--- src/rtl/cam_word_queue_if.sv ---
// Capture-side push port and serializer-side write port of the camera word queue.
// The queue itself takes the slave view; capture logic and serializer take master.
interface cam_word_queue_if #(
    parameter int DEPTH_LOG2 = 4
);
    logic                  push_i;
    logic [31:0]           push_data_i;
    logic                  full_o;
    logic [DEPTH_LOG2:0]   level_o;
    logic [15:0]           drop_count_o;
    logic                  ser_wr_o;
    logic [31:0]           ser_data_o;
    logic                  ser_busy_i;

    modport master (
        output push_i, push_data_i, ser_busy_i,
        input  full_o, level_o, drop_count_o, ser_wr_o, ser_data_o
    );

    modport slave (
        input  push_i, push_data_i, ser_busy_i,
        output full_o, level_o, drop_count_o, ser_wr_o, ser_data_o
    );
endinterface

--- src/rtl/cam_word_queue.sv ---
// Elastic word queue feeding the camera-port serializer one word at a time,
// with overflow drop counting and a sequence-numbered idle heartbeat.
module cam_word_queue #(
    parameter int          DEPTH_LOG2       = 4,
    parameter int unsigned HEARTBEAT_CYCLES = 54000000
) (
    input  logic            clk_i,
    input  logic            rst_n,
    cam_word_queue_if.slave bus
);
    localparam int          DEPTH   = 1 << DEPTH_LOG2;
    localparam int          PW      = DEPTH_LOG2 + 1;
    localparam bit          HB_EN   = (HEARTBEAT_CYCLES != 0);
    localparam logic [31:0] HB_LAST = 32'(HEARTBEAT_CYCLES - 1);

    typedef enum logic [1:0] {
        IDLE   = 2'd0,
        ISSUE  = 2'd1,
        SETTLE = 2'd2
    } state_t;

    state_t state_q, state_n;

    logic [31:0]   mem [DEPTH];
    logic [PW-1:0] wptr_q, rptr_q;
    logic [PW-1:0] wptr_n, rptr_n;
    logic [PW-1:0] level_q;
    logic          full_q;
    logic [15:0]   drop_q;
    logic [31:0]   data_q;
    logic [15:0]   hb_seq_q;
    logic [31:0]   quiet_q;

    logic empty;
    logic push_ok;
    logic quiet;
    logic pop;
    logic hb_fire;
    logic ser_wr;

    assign empty   = (wptr_q == rptr_q);
    assign push_ok = bus.push_i && !full_q;
    assign quiet   = (state_q == IDLE) && empty && !bus.ser_busy_i;

    always_ff @(posedge clk_i or negedge rst_n) begin
        if (!rst_n) begin
            state_q <= IDLE;
        end else begin
            state_q <= state_n;
        end
    end

    always_comb begin
        state_n = state_q;
        unique case (state_q)
            IDLE:    if (pop || hb_fire) state_n = ISSUE;
            ISSUE:   state_n = SETTLE;
            SETTLE:  state_n = IDLE;
            default: state_n = IDLE;
        endcase
    end

    // Queued data always wins over a heartbeat.
    always_comb begin
        pop     = 1'b0;
        hb_fire = 1'b0;
        ser_wr  = 1'b0;
        unique case (state_q)
            IDLE: begin
                pop     = !empty && !bus.ser_busy_i;
                hb_fire = HB_EN && quiet && (quiet_q == HB_LAST);
            end
            ISSUE:   ser_wr = 1'b1;
            default: ;
        endcase
    end

    assign wptr_n = wptr_q + PW'(push_ok);
    assign rptr_n = rptr_q + PW'(pop);

    always_ff @(posedge clk_i) begin
        if (push_ok) begin
            mem[wptr_q[DEPTH_LOG2-1:0]] <= bus.push_data_i;
        end
    end

    always_ff @(posedge clk_i or negedge rst_n) begin
        if (!rst_n) begin
            wptr_q  <= '0;
            rptr_q  <= '0;
            level_q <= '0;
            full_q  <= 1'b0;
            drop_q  <= '0;
        end else begin
            wptr_q  <= wptr_n;
            rptr_q  <= rptr_n;
            level_q <= wptr_n - rptr_n;
            full_q  <= (wptr_n[DEPTH_LOG2-1:0] == rptr_n[DEPTH_LOG2-1:0])
                    && (wptr_n[DEPTH_LOG2] != rptr_n[DEPTH_LOG2]);
            if (bus.push_i && full_q && (drop_q != 16'hFFFF)) begin
                drop_q <= drop_q + 16'd1;
            end
        end
    end

    always_ff @(posedge clk_i or negedge rst_n) begin
        if (!rst_n) begin
            data_q   <= '0;
            hb_seq_q <= '0;
            quiet_q  <= '0;
        end else begin
            if (pop) begin
                data_q <= mem[rptr_q[DEPTH_LOG2-1:0]];
            end else if (hb_fire) begin
                data_q   <= {16'hC0FE, hb_seq_q};
                hb_seq_q <= hb_seq_q + 16'd1;
            end
            if (quiet && !hb_fire) begin
                quiet_q <= quiet_q + 32'd1;
            end else begin
                quiet_q <= '0;
            end
        end
    end

    assign bus.ser_wr_o     = ser_wr;
    assign bus.ser_data_o   = data_q;
    assign bus.level_o      = level_q;
    assign bus.full_o       = full_q;
    assign bus.drop_count_o = drop_q;
endmodule

--- src/flat_wrapper.sv ---
// flat-port wrapper written by rule: the top's interface ports become plain ports
module cam_word_queue_flat 
#(
    parameter int          DEPTH_LOG2       = 4,
    parameter int unsigned HEARTBEAT_CYCLES = 54000000
)
  (clk_i, rst_n, bus_push_i, bus_push_data_i, bus_ser_busy_i, bus_full_o, bus_level_o, bus_drop_count_o, bus_ser_wr_o, bus_ser_data_o);
  cam_word_queue_if #(.DEPTH_LOG2(DEPTH_LOG2)) bus_i ();
  input  logic clk_i;
  input  logic rst_n;
  input wire logic [$bits(bus_i.push_i)-1:0] bus_push_i;
  input wire logic [$bits(bus_i.push_data_i)-1:0] bus_push_data_i;
  input wire logic [$bits(bus_i.ser_busy_i)-1:0] bus_ser_busy_i;
  output wire logic [$bits(bus_i.full_o)-1:0] bus_full_o;
  output wire logic [$bits(bus_i.level_o)-1:0] bus_level_o;
  output wire logic [$bits(bus_i.drop_count_o)-1:0] bus_drop_count_o;
  output wire logic [$bits(bus_i.ser_wr_o)-1:0] bus_ser_wr_o;
  output wire logic [$bits(bus_i.ser_data_o)-1:0] bus_ser_data_o;
  assign bus_i.push_i = bus_push_i;
  assign bus_i.push_data_i = bus_push_data_i;
  assign bus_i.ser_busy_i = bus_ser_busy_i;
  assign bus_full_o = bus_i.full_o;
  assign bus_level_o = bus_i.level_o;
  assign bus_drop_count_o = bus_i.drop_count_o;
  assign bus_ser_wr_o = bus_i.ser_wr_o;
  assign bus_ser_data_o = bus_i.ser_data_o;
  cam_word_queue #(.DEPTH_LOG2(DEPTH_LOG2), .HEARTBEAT_CYCLES(HEARTBEAT_CYCLES)) u_core (.clk_i(clk_i), .rst_n(rst_n), .bus(bus_i));
endmodule
--- config.mk ---
export PLATFORM = sky130hd
export DESIGN_NAME = cam_word_queue_flat
export DESIGN_NICKNAME = d
export VERILOG_FILES = /design/src/rtl/cam_word_queue_if.sv /design/src/rtl/cam_word_queue.sv /design/src/flat_wrapper.sv
export SDC_FILE = /design/constraint.sdc
export NUM_CORES = 1
export LEC_CHECK = 0
export CAP_MARGIN = 15
export CORE_MARGIN = 4
export CORE_UTILIZATION = 55
export DETAILED_ROUTE_END_ITERATION = 6
export PLACE_DENSITY = 0.76
export SYNTH_ARGS = -nofsm -noshare
export SYNTH_HDL_FRONTEND = slang
export SYNTH_SLANG_ARGS = --single-unit
--- constraint.sdc ---
create_clock -name clk_i -period 6.6 [get_ports clk_i]
set_input_delay 1.32 -clock clk_i [delete_from_list [all_inputs] [get_ports clk_i]]
set_output_delay 1.32 -clock clk_i [all_outputs]
set_load 0.005 [all_outputs]
==> reports/metrics.yaml <==
status: "complete, no violations"
finalWirelength_mm: 52.8
ctsResizeCount: 0
vias: 12700
wire_per_inst_um: 25.5
irDropWorstVdd_v: 0.000268
min_period_over_period_pct: 62.0
async_flop_share_pct: 18.2
clkPwrFrac_pct: 30.0
drc_errors: 0
initialDrtViolationCount: 1458
dieArea_mm2: 0.0479
layout-drive-gt1-share_pct: 20.5
critPathKind: "register to register"
viasPerCell: 6.15
die-width_um: 219
clock-sinks: 626
slew_viol_final: 0
holdWs_ns: 0.456
tightest_slew_ns: 1.13
core-area_mm2: 0.0441
final.fill_count: 2983
grt_overflow_total: 0
tns_ns: 0
swShare_pct: 29.3
drt_first_pass_iters: 6
ys.flop_type: "edfxtp_1"
cts_tree: "done"
p_comb_share_pct: 26.9
worstPathRequired_ns: 7.11
mostFrequentLayoutCell: "edfxtp_1"
area_growth_pct: 15.5
grt_pass1_vias: 13200
avgSynthCellArea_um2: 18.8
ant_nets: 0
clk_path_buf_depth: 3
ys_seq_area_share_pct: 74.5
clock_latency_ns: 0.63
post_dp_cell_area_mm2: 0.0262
max_cap_viol_count: 0
total_power_mw: 11.9
cp-end-kind: "register"
finalInstanceArea_mm2: 0.0283
clkTransAtPathRegs_ns: 0.06
postCtsHoldBufs: 0
antenna_found_initial: 2
hp-class: "register to register"
synthCells: 1299
cts_root_buf: "clkbuf_16"
critPathLaunchType: "register"
max_freq_ghz: 0.244
grt_pass1_wl_mm: 81.5
synth_area_mm2: 0.0245
gp_congestion: 0.779
nNetsFinal: 1467
final_cell_mix: "512 x edfxtp_1, 128 x mux4_2, 112 x dfrtp_1"
portBuffers: 90
antenna_cells: 0
rsz0062_at_grt: "false"
groute.usage.overall_pct: 22.6
p_switching_mw: 3.49
cp_max_fo: 45
slew_headroom_pct: 24.6
power_leakage_nw: 9.53
fin_util_pct: 64.1
cts_max_level: 2
row_count: 77
die_h_um: 219
synth-seq-cells: 626
timing.critical_path.arrival_ns: 4.60
skew_ns: 0.0202
boundaryPins: 91
powerDensity_mw_per_mm2: 421
power_frac_seq_pct: 43.1
numCtsBuffers: 61
netlist-cell-type-count: 48
period_needed_ns: 4.09
start_util_pct: 55.5
synth_nets: 1345
finalSetupViolCount: 0
synth_edf_count: 512
p_int_mw: 8.40
grt_max_degree: 71
post_cts_buffers: 0
final_hold_viol_count: 0
yosysWarningCount: 0
hpwlAfterDp_mm: 29.2
power by group through the flow:
| stage | sequential (mW) | combinational [mW] | clock (mW) |
|---|---|---|---|
| finish | 5.13 | 3.20 | 3.57 |
| global route | 5.18 | 3.46 | 3.80 |
| CTS | 5.13 | 3.24 | 3.62 |
| detailed placement | 5.20 | 3.22 | 0 |
| global placement | 5.18 | 3.16 | 0 |
| floorplan | 5.02 | 2.23 | 0 |
final timing paths:
kind / from / endpoint / slack (ns) / cells after the start
worst max-delay path: u_core.rptr_q[0]$_DFF_PN0_ / u_core.bus.level_o[4]$_DFF_PN0_ / 2.51 / 13
worst max register to register: u_core.rptr_q[0]$_DFF_PN0_ / u_core.bus.level_o[4]$_DFF_PN0_ / 2.51 / 13
worst min-delay path: u_core.state_q[1]$_DFFE_PN0P_ / u_core.state_q[1]$_DFFE_PN0P_ / 0.46 / 1
worst min register to register: u_core.state_q[1]$_DFFE_PN0P_ / u_core.state_q[1]$_DFFE_PN0P_ / 0.46 / 1
min in group asynchronous: rst_n / u_core.bus.drop_count_o[9]$_DFFE_PN0P_ / 0.82 / 1
max in group asynchronous: rst_n / u_core.quiet_q[14]$_DFF_PN0_ / 4.61 / 2
cell usage after synthesis, types with 2 or more instances:
cell	number	share of area [%]
xnor2_1	38	1.4
ha_1	10	0.51
buf_2	19	0.39
nand2b_1	5	0.13
buf_6	2	0.092
nand4_1	17	0.43
nor3_1	26	0.53
a31o_2	7	0.25
nand3_1	34	0.70
and4_1	2	0.072
a221o_1	3	0.12
nor4_1	8	0.20
and2_1	2	0.051
nand2_1	74	1.1
o21ai_0	9	0.18
mux2_2	11	0.51
or3_1	2	0.051
mux4_2	128	12
nor2b_1	5	0.13
inv_1	13	0.20
and3_1	11	0.28
a22oi_2	9	0.46
mux2i_1	9	0.37
buf_1	5	0.077
nor2_1	65	1.0
edfxtp_1	512	63
a22oi_1	49	1.5
a21oi_1	20	0.41
xor2_1	40	1.4
clkbuf_1	33	0.51
dfrtp_1	114	12
layer usage:
layer | global-route usage (%) | part of all wire (%) | up-vias
met5 | 0 | 0.042 | -
met4 | 6.83 | 2.4 | 4
li1 | - | - | 5407
met3 | 3.70 | 6.8 | 90
met2 | 36.7 | 50 | 498
met1 | 32.3 | 41 | 6716
cell families after synthesis:
| logic type | after synthesis | share of synthesized area, % |
|---|---|---|
| multiplexers | 148 | 12.7 |
| XOR/XNOR | 78 | 2.79 |
| AND/OR/NAND/NOR | 260 | 5.09 |
| adder cells (fa/ha/maj) | 10 | 0.511 |
| flip-flops | 626 | 74.5 |
| buffers and inverters | 74 | 1.37 |
| AO/OA/AOI/OAI | 103 | 3.13 |
through the flow:
step                instances  worst slack [ns]
finish                   2066              2.51
global route             2066              2.12
CTS                      2065              2.45
detailed placement       1949              2.09
global placement         1949              2.13
floorplan                1299              2.16
worst max-delay path, stage by stage, from the launching register on:
cell and delay [ns]:
dfrtp_4 1.00, xor2_1 0.15, nor3_1 0.30, nand2_1 0.08, nand2_1 0.66, inv_1 0.17
ha_1 0.25, ha_1 0.34, xnor2_1 0.17, ha_1 0.19, a21o_1 0.18, a221oi_1 0.27
nor2_1 0.09, xnor2_1 0.12
flip-flops by register name, summed over array words and instances, names as in the netlist:
signal,count
u_core.mem,512
u_core.wptr_q,5
u_core.quiet_q,32
u_core.state_q,2
u_core.hb_seq_q,16
u_core.bus.level_o,5
u_core.bus.drop_count_o,16
u_core.bus.full_o,1
u_core.bus.ser_data_o,32
u_core.rptr_q,5
area by class of cell:
class / count / area [µm²] / area share, %
Sequential cell: 626 / 18200 / 64.5
Multi-Input combinational cell: 599 / 6040 / 21.4
Clock buffer: 77 / 1630 / 5.76
Timing Repair Buffer: 120 / 1140 / 4.04
Tap cell: 592 / 741 / 2.62
Clock inverter: 39 / 443 / 1.57
Inverter: 13 / 48.8 / 0.173
No activity file was read; power rests on OpenSTA's default activity.
